[src/rtl/ffstdp_weight_sweeper_if.sv]
// Bundle of every non-clock/reset signal of the FF-STDP weight sweeper:
// controller handshake, spike-count memories, synapse SRAM and update unit.
interface ffstdp_weight_sweeper_if #(
    parameter int N_PRE          = 256,
    parameter int N_POST         = 256,
    parameter int WEIGHT_WIDTH   = 8,
    parameter int PRE_CNT_WIDTH  = 8,
    parameter int POST_CNT_WIDTH = 7
);
    localparam int PRE_AW  = $clog2(N_PRE);
    localparam int POST_AW = $clog2(N_POST);
    localparam int SYN_AW  = PRE_AW + POST_AW;

    // controller
    logic                      start;
    logic                      is_pos;
    logic                      is_train;
    logic                      busy;
    logic                      done;
    // spike-count memories
    logic [PRE_AW-1:0]         pre_cnt_addr;
    logic [PRE_CNT_WIDTH-1:0]  pre_cnt_rdata;
    logic [POST_AW-1:0]        post_cnt_addr;
    logic [POST_CNT_WIDTH-1:0] post_cnt_rdata;
    // synapse SRAM
    logic                      syn_cs;
    logic                      syn_we;
    logic [SYN_AW-1:0]         syn_addr;
    logic [WEIGHT_WIDTH-1:0]   syn_wdata;
    logic [WEIGHT_WIDTH-1:0]   syn_rdata;
    // update unit
    logic                      upd_tref_event;
    logic                      upd_is_pos;
    logic [PRE_CNT_WIDTH-1:0]  upd_pre_cnt;
    logic [POST_CNT_WIDTH-1:0] upd_post_cnt;
    logic [WEIGHT_WIDTH-1:0]   upd_wsyn_curr;
    logic [WEIGHT_WIDTH-1:0]   upd_wsyn_new;

    modport master (
        input  start, is_pos, is_train,
        input  pre_cnt_rdata, post_cnt_rdata, syn_rdata, upd_wsyn_new,
        output busy, done,
        output pre_cnt_addr, post_cnt_addr,
        output syn_cs, syn_we, syn_addr, syn_wdata,
        output upd_tref_event, upd_is_pos, upd_pre_cnt, upd_post_cnt, upd_wsyn_curr
    );

    modport slave (
        output start, is_pos, is_train,
        output pre_cnt_rdata, post_cnt_rdata, syn_rdata, upd_wsyn_new,
        input  busy, done,
        input  pre_cnt_addr, post_cnt_addr,
        input  syn_cs, syn_we, syn_addr, syn_wdata,
        input  upd_tref_event, upd_is_pos, upd_pre_cnt, upd_post_cnt, upd_wsyn_curr
    );
endinterface

[src/rtl/ffstdp_weight_sweeper.sv]
// Post-sample weight sweeper: visits every synapse in {post, pre} order, reads
// weight and spike counts, and writes back the update unit's new weight.
module ffstdp_weight_sweeper #(
    parameter int N_PRE          = 256,
    parameter int N_POST         = 256,
    parameter int WEIGHT_WIDTH   = 8,
    parameter int PRE_CNT_WIDTH  = 8,
    parameter int POST_CNT_WIDTH = 7
) (
    input  logic                        clk,
    input  logic                        rst_n,
    ffstdp_weight_sweeper_if.master     bus
);
    localparam int PRE_AW  = $clog2(N_PRE);
    localparam int POST_AW = $clog2(N_POST);

    localparam logic [PRE_AW-1:0]  PRE_LAST  = PRE_AW'(N_PRE - 1);
    localparam logic [POST_AW-1:0] POST_LAST = POST_AW'(N_POST - 1);

    typedef enum logic [1:0] {
        ST_IDLE = 2'd0,
        ST_RD   = 2'd1,
        ST_WB   = 2'd2,
        ST_FIN  = 2'd3
    } state_t;

    state_t              state_reg,    state_next;
    logic [PRE_AW-1:0]   pre_idx_reg,  pre_idx_next;
    logic [POST_AW-1:0]  post_idx_reg, post_idx_next;
    logic                is_pos_reg,   is_pos_next;

    logic                pre_cnt_nonzero;
    logic                last_synapse;

    assign pre_cnt_nonzero = (bus.pre_cnt_rdata != PRE_CNT_WIDTH'(0));
    assign last_synapse    = (pre_idx_reg == PRE_LAST) && (post_idx_reg == POST_LAST);

    always_ff @(posedge clk or negedge rst_n) begin
        if (!rst_n) begin
            state_reg    <= ST_IDLE;
            pre_idx_reg  <= '0;
            post_idx_reg <= '0;
            is_pos_reg   <= 1'b0;
        end else begin
            state_reg    <= state_next;
            pre_idx_reg  <= pre_idx_next;
            post_idx_reg <= post_idx_next;
            is_pos_reg   <= is_pos_next;
        end
    end

    // Count memories and update unit are consumed in the WB cycle, so the
    // read data is handed straight through without an extra register stage.
    assign bus.upd_pre_cnt   = bus.pre_cnt_rdata;
    assign bus.upd_post_cnt  = bus.post_cnt_rdata;
    assign bus.upd_wsyn_curr = bus.syn_rdata;
    assign bus.upd_is_pos    = is_pos_reg;

    // Indices hold steady across RD and WB, so addresses need no state decode.
    assign bus.pre_cnt_addr  = pre_idx_reg;
    assign bus.post_cnt_addr = post_idx_reg;
    assign bus.syn_addr      = {post_idx_reg, pre_idx_reg};

    always_comb begin
        state_next         = state_reg;
        pre_idx_next       = pre_idx_reg;
        post_idx_next      = post_idx_reg;
        is_pos_next        = is_pos_reg;
        bus.busy           = 1'b0;
        bus.done           = 1'b0;
        bus.syn_cs         = 1'b0;
        bus.syn_we         = 1'b0;
        bus.syn_wdata      = WEIGHT_WIDTH'(0);
        bus.upd_tref_event = 1'b0;

        case (state_reg)
            ST_IDLE: begin
                if (bus.start) begin
                    if (bus.is_train) begin
                        is_pos_next = bus.is_pos;
                        state_next  = ST_RD;
                    end else begin
                        state_next  = ST_FIN;
                    end
                end
            end

            ST_RD: begin
                bus.busy   = 1'b1;
                bus.syn_cs = 1'b1;
                state_next = ST_WB;
            end

            ST_WB: begin
                bus.busy           = 1'b1;
                bus.upd_tref_event = 1'b1;
                // A synapse whose presynaptic neuron never fired keeps its weight.
                if (pre_cnt_nonzero) begin
                    bus.syn_cs    = 1'b1;
                    bus.syn_we    = 1'b1;
                    bus.syn_wdata = bus.upd_wsyn_new;
                end
                pre_idx_next = pre_idx_reg + PRE_AW'(1);
                if (pre_idx_reg == PRE_LAST) begin
                    post_idx_next = post_idx_reg + POST_AW'(1);
                end
                state_next = last_synapse ? ST_FIN : ST_RD;
            end

            ST_FIN: begin
                bus.busy   = 1'b1;
                bus.done   = 1'b1;
                state_next = ST_IDLE;
            end

            default: begin
                state_next = ST_IDLE;
            end
        endcase
    end
endmodule
[src/flat_wrapper.sv]
// flat-port wrapper written by rule: the top's interface ports become plain ports
module ffstdp_weight_sweeper_flat 
#(
    parameter int N_PRE          = 256,
    parameter int N_POST         = 256,
    parameter int WEIGHT_WIDTH   = 8,
    parameter int PRE_CNT_WIDTH  = 8,
    parameter int POST_CNT_WIDTH = 7
)
  (clk, rst_n, bus_start, bus_is_pos, bus_is_train, bus_pre_cnt_rdata, bus_post_cnt_rdata, bus_syn_rdata, bus_upd_wsyn_new, bus_busy, bus_done, bus_pre_cnt_addr, bus_post_cnt_addr, bus_syn_cs, bus_syn_we, bus_syn_addr, bus_syn_wdata, bus_upd_tref_event, bus_upd_is_pos, bus_upd_pre_cnt, bus_upd_post_cnt, bus_upd_wsyn_curr);
  ffstdp_weight_sweeper_if #(.N_PRE(N_PRE), .N_POST(N_POST), .WEIGHT_WIDTH(WEIGHT_WIDTH), .PRE_CNT_WIDTH(PRE_CNT_WIDTH), .POST_CNT_WIDTH(POST_CNT_WIDTH)) bus_i ();
  input  logic clk;
  input  logic rst_n;
  input wire logic [$bits(bus_i.start)-1:0] bus_start;
  input wire logic [$bits(bus_i.is_pos)-1:0] bus_is_pos;
  input wire logic [$bits(bus_i.is_train)-1:0] bus_is_train;
  input wire logic [$bits(bus_i.pre_cnt_rdata)-1:0] bus_pre_cnt_rdata;
  input wire logic [$bits(bus_i.post_cnt_rdata)-1:0] bus_post_cnt_rdata;
  input wire logic [$bits(bus_i.syn_rdata)-1:0] bus_syn_rdata;
  input wire logic [$bits(bus_i.upd_wsyn_new)-1:0] bus_upd_wsyn_new;
  output wire logic [$bits(bus_i.busy)-1:0] bus_busy;
  output wire logic [$bits(bus_i.done)-1:0] bus_done;
  output wire logic [$bits(bus_i.pre_cnt_addr)-1:0] bus_pre_cnt_addr;
  output wire logic [$bits(bus_i.post_cnt_addr)-1:0] bus_post_cnt_addr;
  output wire logic [$bits(bus_i.syn_cs)-1:0] bus_syn_cs;
  output wire logic [$bits(bus_i.syn_we)-1:0] bus_syn_we;
  output wire logic [$bits(bus_i.syn_addr)-1:0] bus_syn_addr;
  output wire logic [$bits(bus_i.syn_wdata)-1:0] bus_syn_wdata;
  output wire logic [$bits(bus_i.upd_tref_event)-1:0] bus_upd_tref_event;
  output wire logic [$bits(bus_i.upd_is_pos)-1:0] bus_upd_is_pos;
  output wire logic [$bits(bus_i.upd_pre_cnt)-1:0] bus_upd_pre_cnt;
  output wire logic [$bits(bus_i.upd_post_cnt)-1:0] bus_upd_post_cnt;
  output wire logic [$bits(bus_i.upd_wsyn_curr)-1:0] bus_upd_wsyn_curr;
  assign bus_i.start = bus_start;
  assign bus_i.is_pos = bus_is_pos;
  assign bus_i.is_train = bus_is_train;
  assign bus_i.pre_cnt_rdata = bus_pre_cnt_rdata;
  assign bus_i.post_cnt_rdata = bus_post_cnt_rdata;
  assign bus_i.syn_rdata = bus_syn_rdata;
  assign bus_i.upd_wsyn_new = bus_upd_wsyn_new;
  assign bus_busy = bus_i.busy;
  assign bus_done = bus_i.done;
  assign bus_pre_cnt_addr = bus_i.pre_cnt_addr;
  assign bus_post_cnt_addr = bus_i.post_cnt_addr;
  assign bus_syn_cs = bus_i.syn_cs;
  assign bus_syn_we = bus_i.syn_we;
  assign bus_syn_addr = bus_i.syn_addr;
  assign bus_syn_wdata = bus_i.syn_wdata;
  assign bus_upd_tref_event = bus_i.upd_tref_event;
  assign bus_upd_is_pos = bus_i.upd_is_pos;
  assign bus_upd_pre_cnt = bus_i.upd_pre_cnt;
  assign bus_upd_post_cnt = bus_i.upd_post_cnt;
  assign bus_upd_wsyn_curr = bus_i.upd_wsyn_curr;
  ffstdp_weight_sweeper #(.N_PRE(N_PRE), .N_POST(N_POST), .WEIGHT_WIDTH(WEIGHT_WIDTH), .PRE_CNT_WIDTH(PRE_CNT_WIDTH), .POST_CNT_WIDTH(POST_CNT_WIDTH)) u_core (.clk(clk), .rst_n(rst_n), .bus(bus_i));
endmodule
[config.mk]
export PLATFORM = sky130hd
export DESIGN_NAME = ffstdp_weight_sweeper_flat
export DESIGN_NICKNAME = d
export VERILOG_FILES = /design/src/rtl/ffstdp_weight_sweeper_if.sv /design/src/rtl/ffstdp_weight_sweeper.sv /design/src/flat_wrapper.sv
export SDC_FILE = /design/constraint.sdc
export NUM_CORES = 1
export LEC_CHECK = 0
export CAP_MARGIN = 20
export CORE_MARGIN = 8
export CORE_UTILIZATION = 50
export DETAILED_ROUTE_END_ITERATION = 12
export DONT_BUFFER_PORTS = 1
export PLACE_DENSITY = 0.75
export SETUP_SLACK_MARGIN = 0.05
export SLEW_MARGIN = 15
export SYNTH_ARGS = -nofsm -noshare
export SYNTH_HDL_FRONTEND = slang
export SYNTH_SLANG_ARGS = --single-unit
[constraint.sdc]
create_clock -name clk -period 3 [get_ports clk]
set_clock_uncertainty 0.2 [all_clocks]
set_input_delay 0.6 -clock clk [delete_from_list [all_inputs] [get_ports clk]]
set_output_delay 0.6 -clock clk [all_outputs]
set_load 0.01 [all_outputs]
==> results of run 1 <==
layout by cell type, fill, tap and decap left out:
| cell | instances |
|---|---|
| nand4_1 | 6 |
| mux2_2 | 3 |
| nor2_1 | 4 |
| and3_1 | 2 |
| dfrtp_1 | 19 |
| nand4_4 | 1 |
| a21oi_1 | 1 |
| nor2b_1 | 1 |
| nor4_1 | 2 |
| and2_1 | 9 |
| nand2_1 | 8 |
| nand3_1 | 4 |
| o211ai_1 | 1 |
| ha_1 | 6 |
| dlygate4sd3_1 | 1 |
| o21a_1 | 1 |
| xor2_1 | 6 |
| inv_1 | 3 |
| buf_4 | 1 |
| clkinv_2 | 1 |
| xnor2_1 | 8 |
| a21boi_1 | 1 |
| nor3_4 | 1 |
| nor3_1 | 2 |
| clkbuf_4 | 3 |
power by group through the flow:
stage,combinational (W),clock (W),sequential (W)
after floorplan,0.000315,0,0.000396
after global placement,0.000254,0,0.000433
after detailed placement,0.000265,0,0.000440
after CTS,0.000275,0.000134,0.000435
after global routing,0.000307,0.000144,0.000446
final,0.000268,0.000129,0.000431
per-stage QoR:
step	cell area (um2)	total power [W]	utilization
final	1070	0.000828	0.434
after global routing	1070	0.000897	0.434
after CTS	1070	0.000844	0.434
after detailed placement	1030	0.000705	0.419
after global placement	1030	0.000687	0.419
after floorplan	1280	0.000711	-
area by class of cell:
cell class / instances / area (um2)
Tap cell: 30 / 37.5
Inverter: 3 / 11.3
Clock inverter: 1 / 5.00
Multi-Input combinational cell: 67 / 497
Timing Repair Buffer: 2 / 17.5
Clock buffer: 3 / 22.5
Fill cell: 246 / 1390
Sequential cell: 19 / 475
Yosys cell counts (2+ instances only):
library cell  number
dfrtp_1           19
inv_1              3
mux2_2             3
xnor2_1            8
xor2_1             6
and3_1             2
buf_4             40
nand3_1            4
and2_1             9
nand4_1            6
nor4_1             2
nor2_1             4
nand2_1            8
nor3_1             2
ha_1               6
kinds of logic (layout without fill, tap and decap cells):
| group | Yosys count | count (layout) | share of synthesized area |
|---|---|---|---|
| AOI/OAI and AO/OA | 4 | 4 | 0.0214 |
| DFF | 19 | 19 | 0.370 |
| muxes | 3 | 3 | 0.0263 |
| buffers and inverters | 43 | 9 | 0.243 |
| adders and majority gates | 6 | 6 | 0.0585 |
| and+or+nand+nor | 40 | 40 | 0.185 |
| xor gates and xnor gates | 14 | 14 | 0.0955 |
how the worst max path moves through the flow:
stage,end,slack [ns],cells after the start
global route,bus_syn_wdata[7],0.19,4
global placement,bus_syn_cs,0.67,3
detailed placement,bus_syn_cs,0.67,3
floorplan,bus_syn_wdata[0],0.64,5
CTS,bus_syn_wdata[2],0.36,4
finish,bus_syn_wdata[7],0.38,4
routing by layer:
layer / routed length (um) / vias to the layer above / GRT usage
li1: - / 319 / -
met2: 1110 / 44 / 0.168
met1: 886 / 346 / 0.116
met3: 409 / 8 / 0.0621
met4: 35 / 0 / 0.0560
met5: 0 / - / 0
worst reg2reg max path: stages (launching register included):
cell and delay [ns]:
dfrtp_1 0.43, inv_1 0.10, ha_1 0.16, buf_4 0.19
nand4_4 0.15, nor3_4 0.35, mux2_2 0.37
==> results by group, run 1 <==
Min path
  – Hold WC Path Type: input pin to flop
  – Worst Hold Depth: 1
  – Hold EP: u_core.bus.upd_is_pos
  – Worst hold path startpoint: bus_is_pos

Clock network
  – Max Buffers Root-to-Sink: 2
  – Root buffer cell: clkbuf_4
  – H-tree Lvls: 1
  – Inserted Clock Buffers: 3
  – CTS Hold Buffers Added: 1
  – CTS clock-pin slew for the worst setup and hold paths: 0.11 ns
  – Sink Count: 19
  – Post-CTS Resized: 0
  – # Post-CTS Setup Buffers: 0
  – TritonCTS clock tree: built
  – Skew-Pair Late Insertion Delay: 0.29 ns

Timing
  – Fin. Hold Viols: 0
  – Finish-stage setup viols: 0
  – Final critical-path setup slack: 0.378 ns
  – Fin crit period: between 2 and 3 ns
  – Hold Slack: between 0.2 and 0.25 ns
  – Max Fclk: 381 MHz
  – Slew Viols, Final: 0
  – Setup TNS: 0 ns
  – Crit share post-route: 0.874
  – RSZ-0062 raised after global routing: no
  – Normalized max-slew margin: 0.427
  – Worst Max-Slew Pin Slew: 0.857 ns

Synthesis
  – Gate Count Post-Synth: 129
  – Seq/Total Area, Yosys: 0.370
  – Yosys top cell by area: dfrtp_1
  – Synthesized cell area: between 1000 and 1500 um2
  – Top FF cell, synth: dfrtp_1
  – Synthesized area per cell: 9.95 um2
  – Post-synthesis sequential element count: 19
  – Synth Warn #: 0
  – EDFF count, synth: 0
  – Share of the synthesized area in the top cell type: 0.370
  – Synth top area cells: dfrtp_1, buf_4, ha_1, xnor2_1, and2_1
  – Post-synthesis async set-or-reset flop share: 1.00
  – Distinct cells, synth: 22
  – Syn Nets: 171

Power and ir drop
  – Power share of the clock group: 0.156
  – Logic pwr share: 0.324
  – Peak supply drop: 0.430 mV
  – Leak Pwr: 0.517 nW
  – Sw Share: 0.437
  – NetSw: 0.000362 W
  – Pwr Density: approximately 780 nW/um2
  – Flop pwr share: 0.520
  – Int Power: 0.000466 W

Floorplanning
  – Die height: between 60 and 70 um
  – Initial Utilization: 0.523
  – Core area: ~2500 um2
  – Top Ports: 105
  – Die Footprint: 4440 um2
  – Std cell rows: 18
  – Die Wd: around 67 um

Placement
  – Pre-CTS setup slack: 0.671 ns
  – Input/output buffers: 0
  – Placed instance count: 120
  – Hpwl dp: 1.98 mm
  – Placer Congestion: 0.748

Detailed routing
  – Total number of vias: 717
  – Vias/cell: 5.74
  – Detail Route Antenna Nets: 0
  – Routed wire length: 2.44 mm
  – Wire per inst: 19.5 um
  – DR pass1 iterations: 4
  – Initial DRC count: 29
  – # DRC: 0

Critical path
  – CP Data Required Time: between 2 and 2.5 ns
  – Worst setup EP type: output port
  – Worst Setup SP: u_core.state_reg[0]
  – Crit-path slowest cell: a21boi_1
  – Worst path buffer plus inverter count: 1
  – CP Cell Sequence: inv_1 -> ha_1 -> a21boi_1 -> and2_1
  – Reg2reg start: u_core.state_reg[0]
  – Crit path largest cell delay: 0.56 ns
  – Data arrival, critical path: 1.82 ns
  – Crit path launch type: flop
  – Worst Reg-to-Reg Cells: 6
  – R2r setup slk: around 0.94 ns
  – Crit path max-delay family: compound AO/OA/AOI/OAI gates
  – Critical path type: flop to output port
  – Crit-path max FO: 10
  – R2R Path End: u_core.bus.post_cnt_addr[1]

Finish
  – # diodes: 0
  – Layout cells sized above 1: 0.105
  – Fin cells: 125
  – Area grow syn2layout: -17.0%
  – Final #Nets: 138

Global routing
  – Congestion Overflow GR: 0
  – First-pass GRT wire length: 3.71 mm
  – Largest net degree at the start of global routing: 20
  – Initial antenna violation count: 0
  – Vias in the first global route: between 700 and 800
  – GRT Overall Usage: 0.109

Status
  – Status: finished, final reports clean

Job
  – Max cap viols: 0
(Power assumes the default switching activity.)
==> run 2: changes to the inputs <==
clock period = 3.1 ns   (was 3 ns; I/O delays follow)
==> run 2 against run 1 <==
Non-clock buffer count unchanged. Largest cell class unchanged. Critical endpoint is now bus_syn_wdata[4]. Sequential share of layout area unchanged. Critical path type unchanged. Design area unchanged. Sequential power down 4%.
==> results by group, run 2 (synthesis results as in run 1) <==
Timing
  – Slew Viols, Final: 0 (unchanged)
  – Final critical-path setup slack: 0.482 ns (+0.104 ns)
  – Fin. Hold Viols: 0 (unchanged)
  – Setup TNS: 0 ns (unchanged)
  – Finish-stage setup viols: 0 (unchanged)
  – Max Fclk: 382 MHz
  – Hold Slack: 0.269 ns (+0.0224 ns)
  – RSZ-0062 raised after global routing: no
  – Crit share post-route: 0.845
  – Worst Max-Slew Pin Slew: 0.818 ns (-0.0391 ns)
  – Normalized max-slew margin: 0.453 (+0.0262)
  – Fin crit period: 2.62 ns

Global routing
  – Largest net degree at the start of global routing: 20 (unchanged)
  – GRT Overall Usage: 0.105 (-0.00376)
  – Initial antenna violation count: 0 (unchanged)
  – Vias in the first global route: 738 (+4.1%)
  – First-pass GRT wire length: 3.62 mm (-2.4%)
  – Congestion Overflow GR: 0 (unchanged)

Critical path
  – Worst path buffer plus inverter count: 1 (unchanged)
  – R2r setup slk: 1.06 ns (+0.12 ns)
  – Crit path largest cell delay: 0.54 ns (-0.02 ns)
  – Crit-path slowest cell: a21boi_1
  – Crit path launch type: flop
  – Worst setup EP type: output port
  – Critical path type: flop to output port
  – Worst Reg-to-Reg Cells: 6 (unchanged)
  – CP Data Required Time: 2.28 ns (+0.08 ns)
  – Data arrival, critical path: 1.80 ns (-0.02 ns)
  – R2R Path End: u_core.bus.post_cnt_addr[1]
  – Crit path max-delay family: compound AO/OA/AOI/OAI gates
  – Reg2reg start: u_core.state_reg[0]
  – CP Cell Sequence: inv_1 -> ha_1 -> a21boi_1 -> and2_1
  – Crit-path max FO: 10 (unchanged)

Finish
  – Fill count: 238 (-3.3%)
  – Register area: 475 um2 (unchanged)
  – Multi-input logic area: 497 um2 (unchanged)
  – Area grow syn2layout: -17.0% (unchanged)
  – Commonest cells after routing, fill and taps aside: dfrtp_1, and2_1, nand2_1, xnor2_1
  – Layout cells sized above 1: 0.105 (unchanged)
  – Final #Nets: 138 (unchanged)
  – # diodes: 0 (unchanged)
  – Leading cell type in the layout, fill and taps excluded: dfrtp_1
  – Fin cells: 125 (unchanged)

Placement
  – Pre-CTS setup slack: 0.736 ns (+0.0649 ns)
  – Placer Congestion: 0.744 (-0.51%)
  – Hpwl dp: 1.98 mm (+0.29%)
  – Input/output buffers: 0 (unchanged)
  – Placed instance count: 120 (unchanged)

Clock network
  – Post-CTS Resized: 0 (unchanged)
  – CTS clock-pin slew for the worst setup and hold paths: 0.11 ns (about the same)
  – TritonCTS clock tree: built
  – Sink Count: 19 (unchanged)
  – Skew-Pair Late Insertion Delay: 0.29 ns (about the same)
  – Inserted Clock Buffers: 3 (unchanged)
  – Max Buffers Root-to-Sink: 2 (unchanged)
  – H-tree Lvls: 1 (unchanged)
  – Root buffer cell: clkbuf_4

Power and ir drop
  – Pwr Density: 745 nW/um2 (-4.0%)
  – Power, Total: 0.000795 W (-4.0%)
  – Leak Pwr: 0.517 nW (unchanged)
  – Peak supply drop: 0.380 mV (-12%)

Detailed routing
  – DR pass1 iterations: 2 (-2)
  – Routed wire length: 2.40 mm (-1.5%)
  – Vias/cell: 5.66 (-1.4%)
  – Total number of vias: 707 (-1.4%)
  – Wire per inst: 19.2 um (-1.5%)
  – Detail Route Antenna Nets: 0 (unchanged)
  – Initial DRC count: 7 (-76%)
  – # DRC: 0 (unchanged)

Floorplanning
  – Die height: 66.7 um (unchanged)
  – Top Ports: 105 (unchanged)
  – Die Footprint: 4440 um2 (unchanged)
  – Std cell rows: 18 (unchanged)
  – Die Wd: 66.7 um (unchanged)
  – Core area: 2450 um2 (unchanged)
  – Initial Utilization: 0.523 (unchanged)

Min path
  – Hold EP: u_core.bus.upd_is_pos
  – Worst hold path startpoint: bus_is_pos
  – Hold WC Path Type: input pin to flop
  – Worst Hold Depth: 1 (unchanged)

Job
  – Max cap viols: 0 (unchanged)

Status
  – Status: finished, final reports clean
run 2: cell counts in the layout (fill, tap and decap cells not counted):
No cell type changed its count.
run 2: cell type report:
cell class,count,share of cell area
multi-input cells,67,0.466
inverters,3,0.0106
repair buffers,2,0.0164
flip-flops and latches,19,0.446
well taps,30,0.0352
clock inverters,1,0.00469
clock buffers,3,0.0211
run 2: worst max path at each step:
stage / startpoint / endpoint / depth (start not counted)
5_1_grt: u_core.state_reg[0] / bus_syn_wdata[4] / 4
6_report: u_core.state_reg[0] / bus_syn_wdata[4] / 4
2_1_floorplan: u_core.state_reg[0] / bus_syn_wdata[0] / 5
3_3_place_gp: bus_pre_cnt_rdata[5] / bus_syn_cs / 3
3_5_place_dp: bus_pre_cnt_rdata[5] / bus_syn_cs / 3
4_1_cts: u_core.state_reg[0] / bus_syn_wdata[4] / 4
run 2: repair_timing:
item | in CTS | in global routing
buffers inserted | 0 | 0
endpoints found under the setup margin | 0 | 0
endpoints found under the hold margin | 19 | 0
hold buffers | 1 | 0
run 2: power breakdown:
part	internal (W)	switching, W
registers	0.000298	0.000117
clock network	0.0000479	0.0000742
logic	0.000106	0.000152
run 2: worst reg2reg max path: cells and delay by family, from the launching register on:
kind | cells | cell delay [ns]
adder cells (fa/ha/maj) | 1 | 0.17
buffers and inverters | 2 | 0.29
flip-flops | 1 | 0.43
multiplexers | 1 | 0.37
AND/OR/NAND/NOR | 2 | 0.48
run 2: per-stage QoR:
| step | utilization | instance area, um2 |
|---|---|---|
| global route | 0.434 | 1070 |
| CTS | 0.434 | 1070 |
| detailed placement | 0.419 | 1030 |
| global placement | 0.419 | 1030 |
| finish | 0.434 | 1070 |
| floorplan | - | 1280 |
run 2: layer usage:
metal,share of wire,track usage,vias to the layer above
li1,-,-,318
met1,0.35,0.106,338
met2,0.46,0.170,43
met3,0.17,0.0537,8
met4,0.018,0.0640,0
met5,0,0,-
==> run 3: changes to the inputs <==
PLACE_DENSITY = 0.78   (was 0.75)
clock period = 2.2 ns   (was 3.1 ns; I/O delays follow)
==> run 3 against run 2 <==
Clock power increased by 38%. Non-clock buffer count increased by 5. Count of clock-buffer cells in the layout increased by 1. Critical path type unchanged. Highest routed layer unchanged. Routed wire length is 9.0% higher. Die area did not move. Combinational power up 110%. Setup slack lost 0.32 ns. Via count rose by 4.5%. Worst hold slack worse by 0.17 ns.
==> results by group, run 3 (synthesis results as in run 1) <==
Floorplanning
  – Top Ports: 105 (unchanged)
  – Core area: 2450 um2 (unchanged)
  – Initial Utilization: 0.523 (unchanged)
  – Die height: 66.7 um (unchanged)
  – Std cell rows: 18 (unchanged)
  – Die Footprint: 4440 um2 (unchanged)
  – Die Wd: 66.7 um (unchanged)

Detailed routing
  – Wire per inst: 20.0 um (+4.0%)
  – Detail Route Antenna Nets: 0 (unchanged)
  – Routed wire length: 2.62 mm (+9.0%)
  – DR pass1 iterations: 4 (+2)
  – # DRC: 0 (unchanged)
  – Total number of vias: 739 (+4.5%)
  – Vias/cell: 5.64 (-0.26%)
  – Initial DRC count: 50 (+43)

Power and ir drop
  – Peak supply drop: 0.642 mV (+69%)
  – Pwr Density: 1080 nW/um2 (+45%)
  – Leak Pwr: 0.549 nW (+6.2%)

Timing
  – Max Fclk: 490 MHz
  – Normalized max-slew margin: 0.440 (-0.0129)
  – Fin. Hold Viols: 0 (unchanged)
  – Crit share post-route: 0.927
  – Finish-stage setup viols: 0 (unchanged)
  – Slew Viols, Final: 0 (unchanged)
  – Fin crit period: 2.04 ns
  – RSZ-0062 raised after global routing: no
  – Worst Max-Slew Pin Slew: 0.838 ns (+0.0193 ns)
  – Setup TNS: 0 ns (unchanged)

Clock network
  – H-tree Lvls: 1 (unchanged)
  – Max Buffers Root-to-Sink: 2 (unchanged)
  – CTS clock-pin slew for the worst setup and hold paths: 0.10 ns (about the same)
  – Root buffer cell: clkbuf_4
  – Inserted Clock Buffers: 3 (unchanged)
  – Sink Count: 19 (unchanged)
  – Skew-Pair Late Insertion Delay: 0.28 ns (about the same)
  – TritonCTS clock tree: built

Global routing
  – GRT Overall Usage: 0.115 (+0.00983)
  – Congestion Overflow GR: 0 (unchanged)
  – First-pass GRT wire length: 3.95 mm (+9.1%)
  – Initial antenna violation count: 0 (unchanged)
  – Vias in the first global route: 791 (+7.2%)
  – Largest net degree at the start of global routing: 20 (unchanged)

Critical path
  – CP Cell Sequence: inv_2 -> ha_4 -> a21boi_4 -> o21a_1
  – Data arrival, critical path: 1.40 ns (-0.40 ns)
  – Worst setup EP type: output port
  – Crit-path max FO: 5 (-5)
  – CP Data Required Time: 1.56 ns (-0.72 ns)
  – Crit path largest cell delay: 0.40 ns (-0.14 ns)
  – Crit path launch type: flop
  – Crit-path slowest cell: dfrtp_1
  – Critical path type: flop to output port

Status
  – Status: finished, final reports clean

Finish
  – Commonest cells after routing, fill and taps aside: dfrtp_1, and2_1, nand2_1, xnor2_1
  – Leading cell type in the layout, fill and taps excluded: dfrtp_1
  – # diodes: 0 (unchanged)
  – Area grow syn2layout: -9.65%
  – Layout cells sized above 1: 0.208 (+0.103)
  – Post-route cell area: 1160 um2 (+8.8%)
  – Final #Nets: 144 (+4.3%)

Placement
  – Placer Congestion: 0.761 (+2.3%)
  – Placed cell area: 1060 um2 (+3.3%)
  – Input/output buffers: 0 (unchanged)
  – Hpwl dp: 2.09 mm (+5.2%)

Job
  – Max cap viols: 0 (unchanged)

Min path
  – Hold WC Path Type: input pin to flop
run 3: worst paths after layout:
| kind | start | endpoint | slack [ns] | depth (start not counted) |
|---|---|---|---|---|
| worst max-delay path | u_core.state_reg[0] | bus_syn_cs | 0.16 | 4 |
| worst min-delay path | bus_is_pos | u_core.bus.upd_is_pos | 0.1 | 1 |
| worst max register to register | u_core.bus.post_cnt_addr[0] | u_core.bus.post_cnt_addr[6] | 0.33 | 5 |
| worst min register to register | u_core.bus.upd_is_pos | u_core.bus.upd_is_pos | 0.39 | 1 |
| max in group asynchronous | rst_n | u_core.state_reg[0] | 0.79 | 1 |
| min in group asynchronous | rst_n | u_core.bus.post_cnt_addr[1] | 0.49 | 1 |
run 3: what timing repair did:
| item | 4_1_cts | 5_1_grt |
|---|---|---|
| gates resized for setup | 6 | 2 |
| hold buffers | 1 | 0 |
| buffers inserted | 0 | 1 |
| endpoints found under the hold margin | 19 | 0 |
| setup endpoints to repair | 10 | 10 |
| gates cloned | 1 | 0 |
| pin swaps | 0 | 1 |
run 3: power by group:
part           internal (W)  switching [W]  leakage, nW
combinational      0.000244       0.000300        0.283
sequential         0.000421       0.000118        0.251
clock             0.0000703      0.0000974       0.0150
run 3: metrics by stage:
| step | cells | hold WS [ns] | util | setup slack [ns] | power (W) |
|---|---|---|---|---|---|
| finish | 131 | 0.0998 | 0.472 | 0.160 | 0.00125 |
| detailed placement | 124 | -0.0549 | 0.433 | 0.222 | 0.00103 |
| global route | 131 | 0.0833 | 0.472 | 0.0718 | 0.00135 |
| CTS | 130 | 0.0926 | 0.468 | 0.0801 | 0.00125 |
| floorplan | 129 | -0.0556 | - | 0.170 | 0.000972 |
| global placement | 124 | -0.0547 | 0.433 | 0.299 | 0.00100 |
run 3: metal layers:
layer  vias up  GRT usage  part of all wire
met1       347      0.112              0.34
met4         0     0.0480             0.016
met5         -          0                 0
met3        10     0.0570              0.15
met2        48      0.202              0.49
li1        334          -                 -
run 3: critical path: cells and delay by family (launching register included):
family                     cells  cell delay [ns]
DFF                            1             0.40
adders and majority gates      1             0.18
buffers and inverters          1             0.09
AOI/OAI and AO/OA              2             0.45
run 3: cell type report:
class / count / area, um2
inverters: 3 / 11.3
fillers: 224 / 1290
well taps: 30 / 37.5
multi-input cells: 68 / 554
clock buffers: 4 / 26.3
repair buffers: 7 / 55.1
flip-flops and latches: 19 / 475
